**config.mk**
```make
export PLATFORM = sky130hd
export DESIGN_NAME = prog_loader
export DESIGN_NICKNAME = d
export VERILOG_FILES = /design/src/rtl/prog_loader.sv
export SDC_FILE = /design/constraint.sdc
export NUM_CORES = 1
export LEC_CHECK = 0
export BUFFER_PORTS_ARGS = -buffer_cell sky130_fd_sc_hd__buf_2
export CAP_MARGIN = 10
export CORE_ASPECT_RATIO = 0.9
export CORE_MARGIN = 2
export CORE_UTILIZATION = 45
export DETAILED_ROUTE_END_ITERATION = 6
export SLEW_MARGIN = 15
export SYNTH_ARGS = -nofsm -noshare
export SYNTH_HDL_FRONTEND = slang
export SYNTH_SLANG_ARGS = --single-unit
```
**constraint.sdc**
```tcl
create_clock -name clk -period 4.47 [get_ports clk]
set_clock_uncertainty 0.2 [all_clocks]
set_input_delay 0.894 -clock clk [delete_from_list [all_inputs] [get_ports clk]]
set_output_delay 0.894 -clock clk [all_outputs]
set_load 0.005 [all_outputs]
```
**src/rtl/prog_loader.sv**
```systemverilog
// Byte-serial program loader: framed stream (count, big-endian words, XOR checksum)
// into single-cycle instruction RAM writes, holding the CPU for the whole load.
module prog_loader #(
   parameter int RAM_SIZE  = 256,
   parameter int BASE_ADDR = 0
) (
   input  logic        clk,
   input  logic        reset,
   input  logic        start,
   input  logic        in_valid,
   input  logic [7:0]  in_byte,
   output logic        in_ready,
   output logic        mem_w,
   output logic [7:0]  mem_addr,
   output logic [31:0] mem_w_word,
   output logic        cpu_hold,
   output logic        busy,
   output logic        done,
   output logic        error
);

   typedef enum logic [2:0] {IDLE, COUNT, DATA, CHECK, DONE, ERROR} state_t;

   state_t      state;
   logic [1:0]  byte_idx;
   logic [7:0]  word_idx;
   logic [7:0]  word_cnt;
   logic [7:0]  acc;
   logic [23:0] asm_reg;
   logic        take;
   logic [8:0]  addr_sum;
   logic [8:0]  addr_mod;

   assign take     = in_valid & in_ready;
   assign addr_sum = 9'(BASE_ADDR) + {1'b0, word_idx};
   assign addr_mod = addr_sum % 9'(RAM_SIZE);

   // Covers the trailing write pulse of the last word, which may outlive busy.
   assign cpu_hold = busy | mem_w;

   always_ff @(posedge clk or posedge reset) begin
      if (reset) begin
         state      <= IDLE;
         byte_idx   <= '0;
         word_idx   <= '0;
         word_cnt   <= '0;
         acc        <= '0;
         asm_reg    <= '0;
         in_ready   <= 1'b0;
         mem_w      <= 1'b0;
         mem_addr   <= '0;
         mem_w_word <= '0;
         busy       <= 1'b0;
         done       <= 1'b0;
         error      <= 1'b0;
      end else begin
         mem_w <= 1'b0;
         case (state)
            IDLE, DONE, ERROR: begin
               if (start) begin
                  state    <= COUNT;
                  in_ready <= 1'b1;
                  busy     <= 1'b1;
                  done     <= 1'b0;
                  error    <= 1'b0;
                  byte_idx <= '0;
                  word_idx <= '0;
                  acc      <= '0;
               end
            end
            COUNT: begin
               if (take) begin
                  acc      <= in_byte;
                  word_cnt <= in_byte;
                  if ({1'b0, in_byte} > 9'(RAM_SIZE)) begin
                     state    <= ERROR;
                     error    <= 1'b1;
                     in_ready <= 1'b0;
                     busy     <= 1'b0;
                  end else if (in_byte == 8'd0) begin
                     state <= CHECK;
                  end else begin
                     state <= DATA;
                  end
               end
            end
            DATA: begin
               if (take) begin
                  acc      <= acc ^ in_byte;
                  asm_reg  <= {asm_reg[15:0], in_byte};
                  byte_idx <= byte_idx + 2'd1;
                  if (byte_idx == 2'd3) begin
                     mem_w      <= 1'b1;
                     mem_addr   <= addr_mod[7:0];
                     mem_w_word <= {asm_reg, in_byte};
                     word_idx   <= word_idx + 8'd1;
                     if (word_idx == word_cnt - 8'd1)
                        state <= CHECK;
                  end
               end
            end
            CHECK: begin
               if (take) begin
                  in_ready <= 1'b0;
                  busy     <= 1'b0;
                  if (in_byte == acc) begin
                     state <= DONE;
                     done  <= 1'b1;
                  end else begin
                     state <= ERROR;
                     error <= 1'b1;
                  end
               end
            end
            default: state <= IDLE;
         endcase
      end
   end

endmodule

```
==> impl_results.md, run 1 <==
* Routed vias at 2908
* Crit Path Max Fanout at 42
* Status: finished clean
* Pre-Repair DR Iteration Count at 4
* Final-stage net count at roughly 430
* Commonest cells post-synth: dfrtp_1 (97), mux2_2 (67), o21ai_0 (21)
* First-pass GRT wire length at ~15 mm
* Share of post-route cells with drive strength above 1 at 37.41%
* Setup WS pre-CTS at about 1.5 ns
* Final WS setup at 1.662 ns
* Antenna Cells at 0
* Wire length per cell at 16.25 um
* Synth Area in XOR/XNOR at 3.888%
* Reg-to-Reg Start: state[1]
* Sink Count at a little under 100
* Cell taking the most area after synthesis: dfrtp_1
* Setup bufs post-CTS at 0
* Kind of critical path: reg2reg
* Final period util at 62.82%
* Syn Area/Cell at between 10 and 15 sq um
* Min-Delay Path Depth at 1
* Yosys warning count at 0
* Top-count cell post-synth: dfrtp_1
* Worst setup EP type: flop
* Initial DRC Count at 108
* Synth Instances at 358
* Post-synth ARST share at 100.0%
* Syn-to-layout area delta at 12.02%
* Worst-Margin Slew at 1.018 ns
* Compound-Gate Fraction of Synth Area at 8.886%
* Critical Path Start Type: flop
* Clk buf depth at 2
* Vias per Instance at 5.355
* Min Tclk post-route at 2.808 ns
* Register-to-Register Path Depth at 4
* Die ar. at 10830 sq um
* Top cell type's share of synthesized area at a little over half
* WP data required at 4.52 ns
* CTS buffer count at 9
* Synth Area in Adders at 0.8331%
* RSZ-0062 raised after global routing: no
* Tightest Hold Check Type: reg2reg
* ANT nets after route at 0
* Largest net degree at the start of global routing at 67
* Distinct cells, synth at 53
* Gates resized, CTS repair at 0
* Max FFs per register at 32
* Post-synthesis mux area share at 17.75%
* Syn_nets at 373
* Sequential share of the synthesized area at a little over half
* Max IR drop VDD at 0.0002307 V
* Post-DP HPWL at 5.984 mm
* Fraction of the mapped netlist area in simple logic gates at ~11%
* Final setup fails at 0
* Static Leak at 2.499 nW
* Main flop type after synthesis: dfrtp_1
* Total track usage at 17.63%
* Clock Latency Late Sink at 0.36 ns
* # port buffers at 57
* Max-slew headroom at 31.91%
* Post-synth EDFFs at 0
* Hold Buf Count CTS at 0
* Routability congestion estimate at about 0.82
* Max-slew violation count at 0
* Row count at 34
* Die Y at 98.93 um
* FF+latch count, synth at between 90 and 100
* DRC violations left at 0
* Crit path from: state[1]
* CTS clk-pin slew, worst paths at 0.10 ns
* Antenna violations before repair at 0
* Vias in the first global route at between 2000 and 3000
* Top cells by area, synth: dfrtp_1 (54%), mux2_2 (17%), xor2_1 (3.1%)
* H-tree levels at 3
* Synth Cell Area at 4506 sq um
* Remaining Overflow, GRT at 0
* DIE WIDTH at 109.5 um
* Starting Density at 46.45%
* Max Cap Violations at 0
* Crit path DAT at approximately 2.9 ns
* Largest family of logic cells by synthesized area: multiplexers
* Hold violation total from the final report at 0
* Clk Tree Root Cell: clkbuf_8
* Post-Route WL at 8.822 mm
* Core area at 9699 sq um
* Io pins at 58
* Setup_tns at 0 ns
* Pwr dens at 531.7 nW/um^2
* Hold_sp: asm_reg[17]
* Peak Freq at 0.3561 GHz
* CTS tree: built
-- cells by family after synthesis --
kind of cell    Yosys count
compound gates           57
xor+xnor                 20
fa+ha+maj                 3
buf+inv                  23
flops                    97
mux                      71
simple gates             87
-- report_power, final --
group,internal [mW],leakage [nW],switching [mW]
clock,0.293,0.106,0.314
combinational,0.384,1.10,0.392
sequential,1.09,1.29,0.212
total,1.77,2.50,0.918
-- routing by layer --
metal | global-route usage (%) | vias up | part of all wire, %
met4 | 6.134 | 0 | 0.90
met2 | 26.73 | 54 | 46
li1 | - | 1396 | -
met1 | 25.14 | 1453 | 48
met5 | 0 | - | 0
met3 | 3.704 | 5 | 4.7
-- critical path: stages (launching register included) --
cell	delay, ns
dfrtp_1	0.64
nand2b_1	0.36
nor3_4	0.28
nand2_2	0.59
mux2_1	0.57
-- path summary, 6_finish.rpt --
path	to	slack (ns)
min in group asynchronous	mem_w_word[25]	0.48
min	mem_w_word[25]	0.30
max	mem_w_word[11]	1.66
min reg2reg	mem_w_word[25]	0.30
max reg2reg	mem_w_word[11]	1.66
max in group asynchronous	word_idx[3]	2.81
-- per-stage QoR --
| step | cell area [sq um] | utilization, % | cells | power, mW | hold slack (ns) |
|---|---|---|---|---|---|
| floorplan | 4506 | - | 358 | 1.919 | 0.2698 |
| global placement | 4836 | 49.86 | 527 | 2.073 | 0.2700 |
| detailed placement | 4836 | 49.86 | 527 | 2.101 | 0.2856 |
| CTS | 5047 | 52.04 | 543 | 2.707 | 0.3094 |
| global route | 5047 | 52.04 | 543 | 2.872 | 0.3216 |
| finish | 5047 | 52.04 | 543 | 2.684 | 0.3032 |
-- placed cells by master (no fill, tap or decap), types with 2 or more instances in the layout --
master | netlist | layout
a211oi_1 | 2 | 2
a21oi_1 | 4 | 4
a32oi_1 | 8 | 8
and2_1 | 4 | 4
and3_1 | 2 | 2
buf_2 | 2 | 57
buf_4 | 5 | 3
clkbuf_8 | 0 | 11
dfrtp_1 | 97 | 97
ha_1 | 3 | 3
inv_1 | 6 | 5
inv_6 | 0 | 2
mux2_1 | 4 | 4
mux2_2 | 67 | 67
nand2_1 | 20 | 20
nand2b_1 | 5 | 5
nand3_1 | 4 | 4
nand4_1 | 4 | 4
nor2_1 | 13 | 13
nor2b_1 | 10 | 10
nor3_1 | 3 | 3
nor3_2 | 3 | 3
nor4_1 | 4 | 4
o211ai_1 | 3 | 3
o21a_1 | 2 | 2
o21ai_0 | 21 | 21
o21ai_1 | 2 | 2
o21bai_1 | 2 | 2
o2bb2ai_1 | 2 | 2
o311ai_1 | 2 | 2
or2_2 | 2 | 2
or3_1 | 3 | 3
xnor2_1 | 4 | 4
xor2_1 | 16 | 16
-- final cells by class --
class | count | area [sq um]
Fill cell | 852 | 4652
Sequential cell | 97 | 2427
Multi-Input combinational cell | 238 | 1918
Timing Repair Buffer | 60 | 307.8
Tap cell | 126 | 157.7
Clock buffer | 11 | 151.4
Clock inverter | 5 | 60.06
Inverter | 6 | 25.02
Power figures use the tool's default switching activity.
==> run 2: changes to the inputs <==
Settings changed: PLACE_DENSITY from default to 0.67.
Clock period 4.47 ns to 2.4 ns, I/O delays scaled along.
==> impl_results.md, run 2 (synthesized netlist as in run 1, its figures left out) <==
* Status: finished clean
* Largest net degree at the start of global routing at 98 (+46%)
* Die ar. at 10830 sq um (unchanged)
* Pre-Repair DR Iteration Count at 4 (unchanged)
* Tot Pwr at 5.026 mW (+87%)
* CTS tree: built
* Initial DRC Count at 97 (-10%)
* Antenna Cells at 0 (unchanged)
* Peak Freq at 0.4701 GHz (+32%)
* Vias per Instance at 5.353 (about the same)
* Worst-Margin Slew at 0.6013 ns (-0.4164 ns)
* Clk buf depth at 2 (unchanged)
* DRC violations left at 0 (unchanged)
* Busiest grt layer: met1
* Post-DP HPWL at 5.988 mm (about the same)
* Vias in the first global route at 2862 (-0.56%)
* Register-to-Register Path Depth at 6 (+2)
* Final-stage net count at 437 (+2.3%)
* Post-Route WL at 8.616 mm (-2.3%)
* Sink Count at 97 (unchanged)
* Kind of critical path: reg2reg
* H-tree levels at 3 (unchanged)
* Core area at 9699 sq um (unchanged)
* Static Leak at 2.546 nW (+1.9%)
* FF/Latch Area at 2427 sq um (unchanged)
* Setup_tns at 0 ns (unchanged)
* CTS buffer count at 9 (unchanged)
* Tightest Hold Check Type: in2async
* Most frequent cells in the layout: dfrtp_1 (97), mux2_2 (67), buf_2 (57), o21ai_0 (21), nand2_1 (20)
* Final WS setup at 0.2726 ns (-1.389 ns)
* M2 GR Usage at 24.98% (-1.8 points)
* Area of the multi-input gates at 1918 sq um (unchanged)
* Critical Path Start Type: flop
* Hold Buf Count CTS at 0 (unchanged)
* Pwr dens at 978.4 nW/um^2 (+84%)
* R2r setup slk at 0.27 ns (-1.39 ns)
* Crit path DAT at 2.17 ns (-0.69 ns)
* Max IR drop VDD at 0.0004065 V (+76%)
* DIE WIDTH at 109.5 um (unchanged)
* Commonest non-fill, non-tap cell in the layout: dfrtp_1
* Remaining Overflow, GRT at 0 (unchanged)
* Max Cap Violations at 0 (unchanged)
* # port buffers at 57 (unchanged)
* Worst setup EP type: flop
* ANT nets after route at 0 (unchanged)
* First-pass GRT wire length at 14.46 mm (-2.1%)
* Total track usage at 17.25% (-0.38 points)
* Reg-to-Reg End: acc[6]
* Routed vias at 2955 (+1.6%)
* Setup WS pre-CTS at 0.3115 ns (-1.169 ns)
* Max-slew violation count at 0 (unchanged)
* Antenna violations before repair at 0 (unchanged)
* Max FFs per register at 32 (unchanged)
* Setup bufs post-CTS at 0 (unchanged)
* Final setup fails at 0 (unchanged)
* Share of post-route cells with drive strength above 1 at 38.73% (+1.3 points)
* Starting Density at 46.45% (unchanged)
* Min Tclk post-route at 2.127 ns (-0.6809 ns)
* Routability congestion estimate at 0.8117 (-0.99%)
* Final period util at 88.64% (+26 points)
* RSZ-0062 raised after global routing: no
* CTS clk-pin slew, worst paths at 0.10 ns (about the same)
* Gates resized, CTS repair at 0 (unchanged)
* Reg-to-Reg Start: state[1]
* Row count at 34 (unchanged)
* Hold violation total from the final report at 0 (unchanged)
* Die Y at 98.93 um (unchanged)
* Met3 usage at 2.778% (-0.93 points)
* Clk Tree Root Cell: clkbuf_8
* Io pins at 58 (unchanged)
* Met1 GRT Util at 25.81% (+0.67 points)
* Crit Path Max Fanout at 8 (-81%)
* WP data required at 2.44 ns (-2.08 ns)
* Syn-to-layout area delta at 14.02%
* Max-slew headroom at 59.83% (+28 points)
* Clock Latency Late Sink at 0.36 ns (about the same)
* FILL cells at 841 (-1.3%)
* Wire length per cell at 15.61 um (-3.9%)
[run 2: final cells by class]
cell class / count / area share (%)
sequential: 97 / 47.25
tap: 126 / 3.069
timing repair buffer: 70 / 7.940
multi-input combinational: 238 / 37.34
clock buffer: 9 / 2.411
inverter: 6 / 0.5114
clock inverter: 6 / 1.486
[run 2: layer usage]
layer,vias to the layer above,wire length [um],part of all wire [%]
li1,1416,-,-
met3,13,290,3.4
met4,0,155,1.8
met5,-,0,0
met2,51,3995,46
met1,1475,4174,48
[run 2: through the flow]
stage                     cell area (sq um)  utilization (%)  cells  hold WS, ns
after floorplan                        4509                -    358       0.2698
after global placement                 4937            50.90    537       0.2731
after detailed placement               4937            50.90    537       0.2811
after CTS                              5137            52.97    552      0.06536
after global routing                   5137            52.97    552      0.07666
final                                  5137            52.97    552      0.03920
[run 2: worst max-delay path, stage by stage (launching register included)]
cell and delay [ns]:
dfrtp_1 0.47, buf_4 0.21, nand2b_1 0.22, nor2_2 0.06, or3_1 0.48, a32oi_1 0.27, o21ai_0 0.11
[run 2: how the worst max path moves through the flow]
stage	from	end	slack (ns)	depth (start not counted)
after floorplan	state[0]	asm_reg[7]	0.49	7
after global placement	in_valid	asm_reg[20]	0.35	5
after detailed placement	state[1]	acc[6]	0.31	5
after CTS	state[1]	acc[2]	0.27	6
after global routing	state[1]	acc[6]	0.07	6
final	state[1]	acc[6]	0.27	6
[run 2: report_power, final]
| part | total, mW | switching (mW) | internal [mW] |
|---|---|---|---|
| registers | 2.36 | 0.328 | 2.03 |
| logic | 1.58 | 0.814 | 0.767 |
| clock network | 1.09 | 0.593 | 0.494 |
| total | 5.03 | 1.73 | 3.29 |
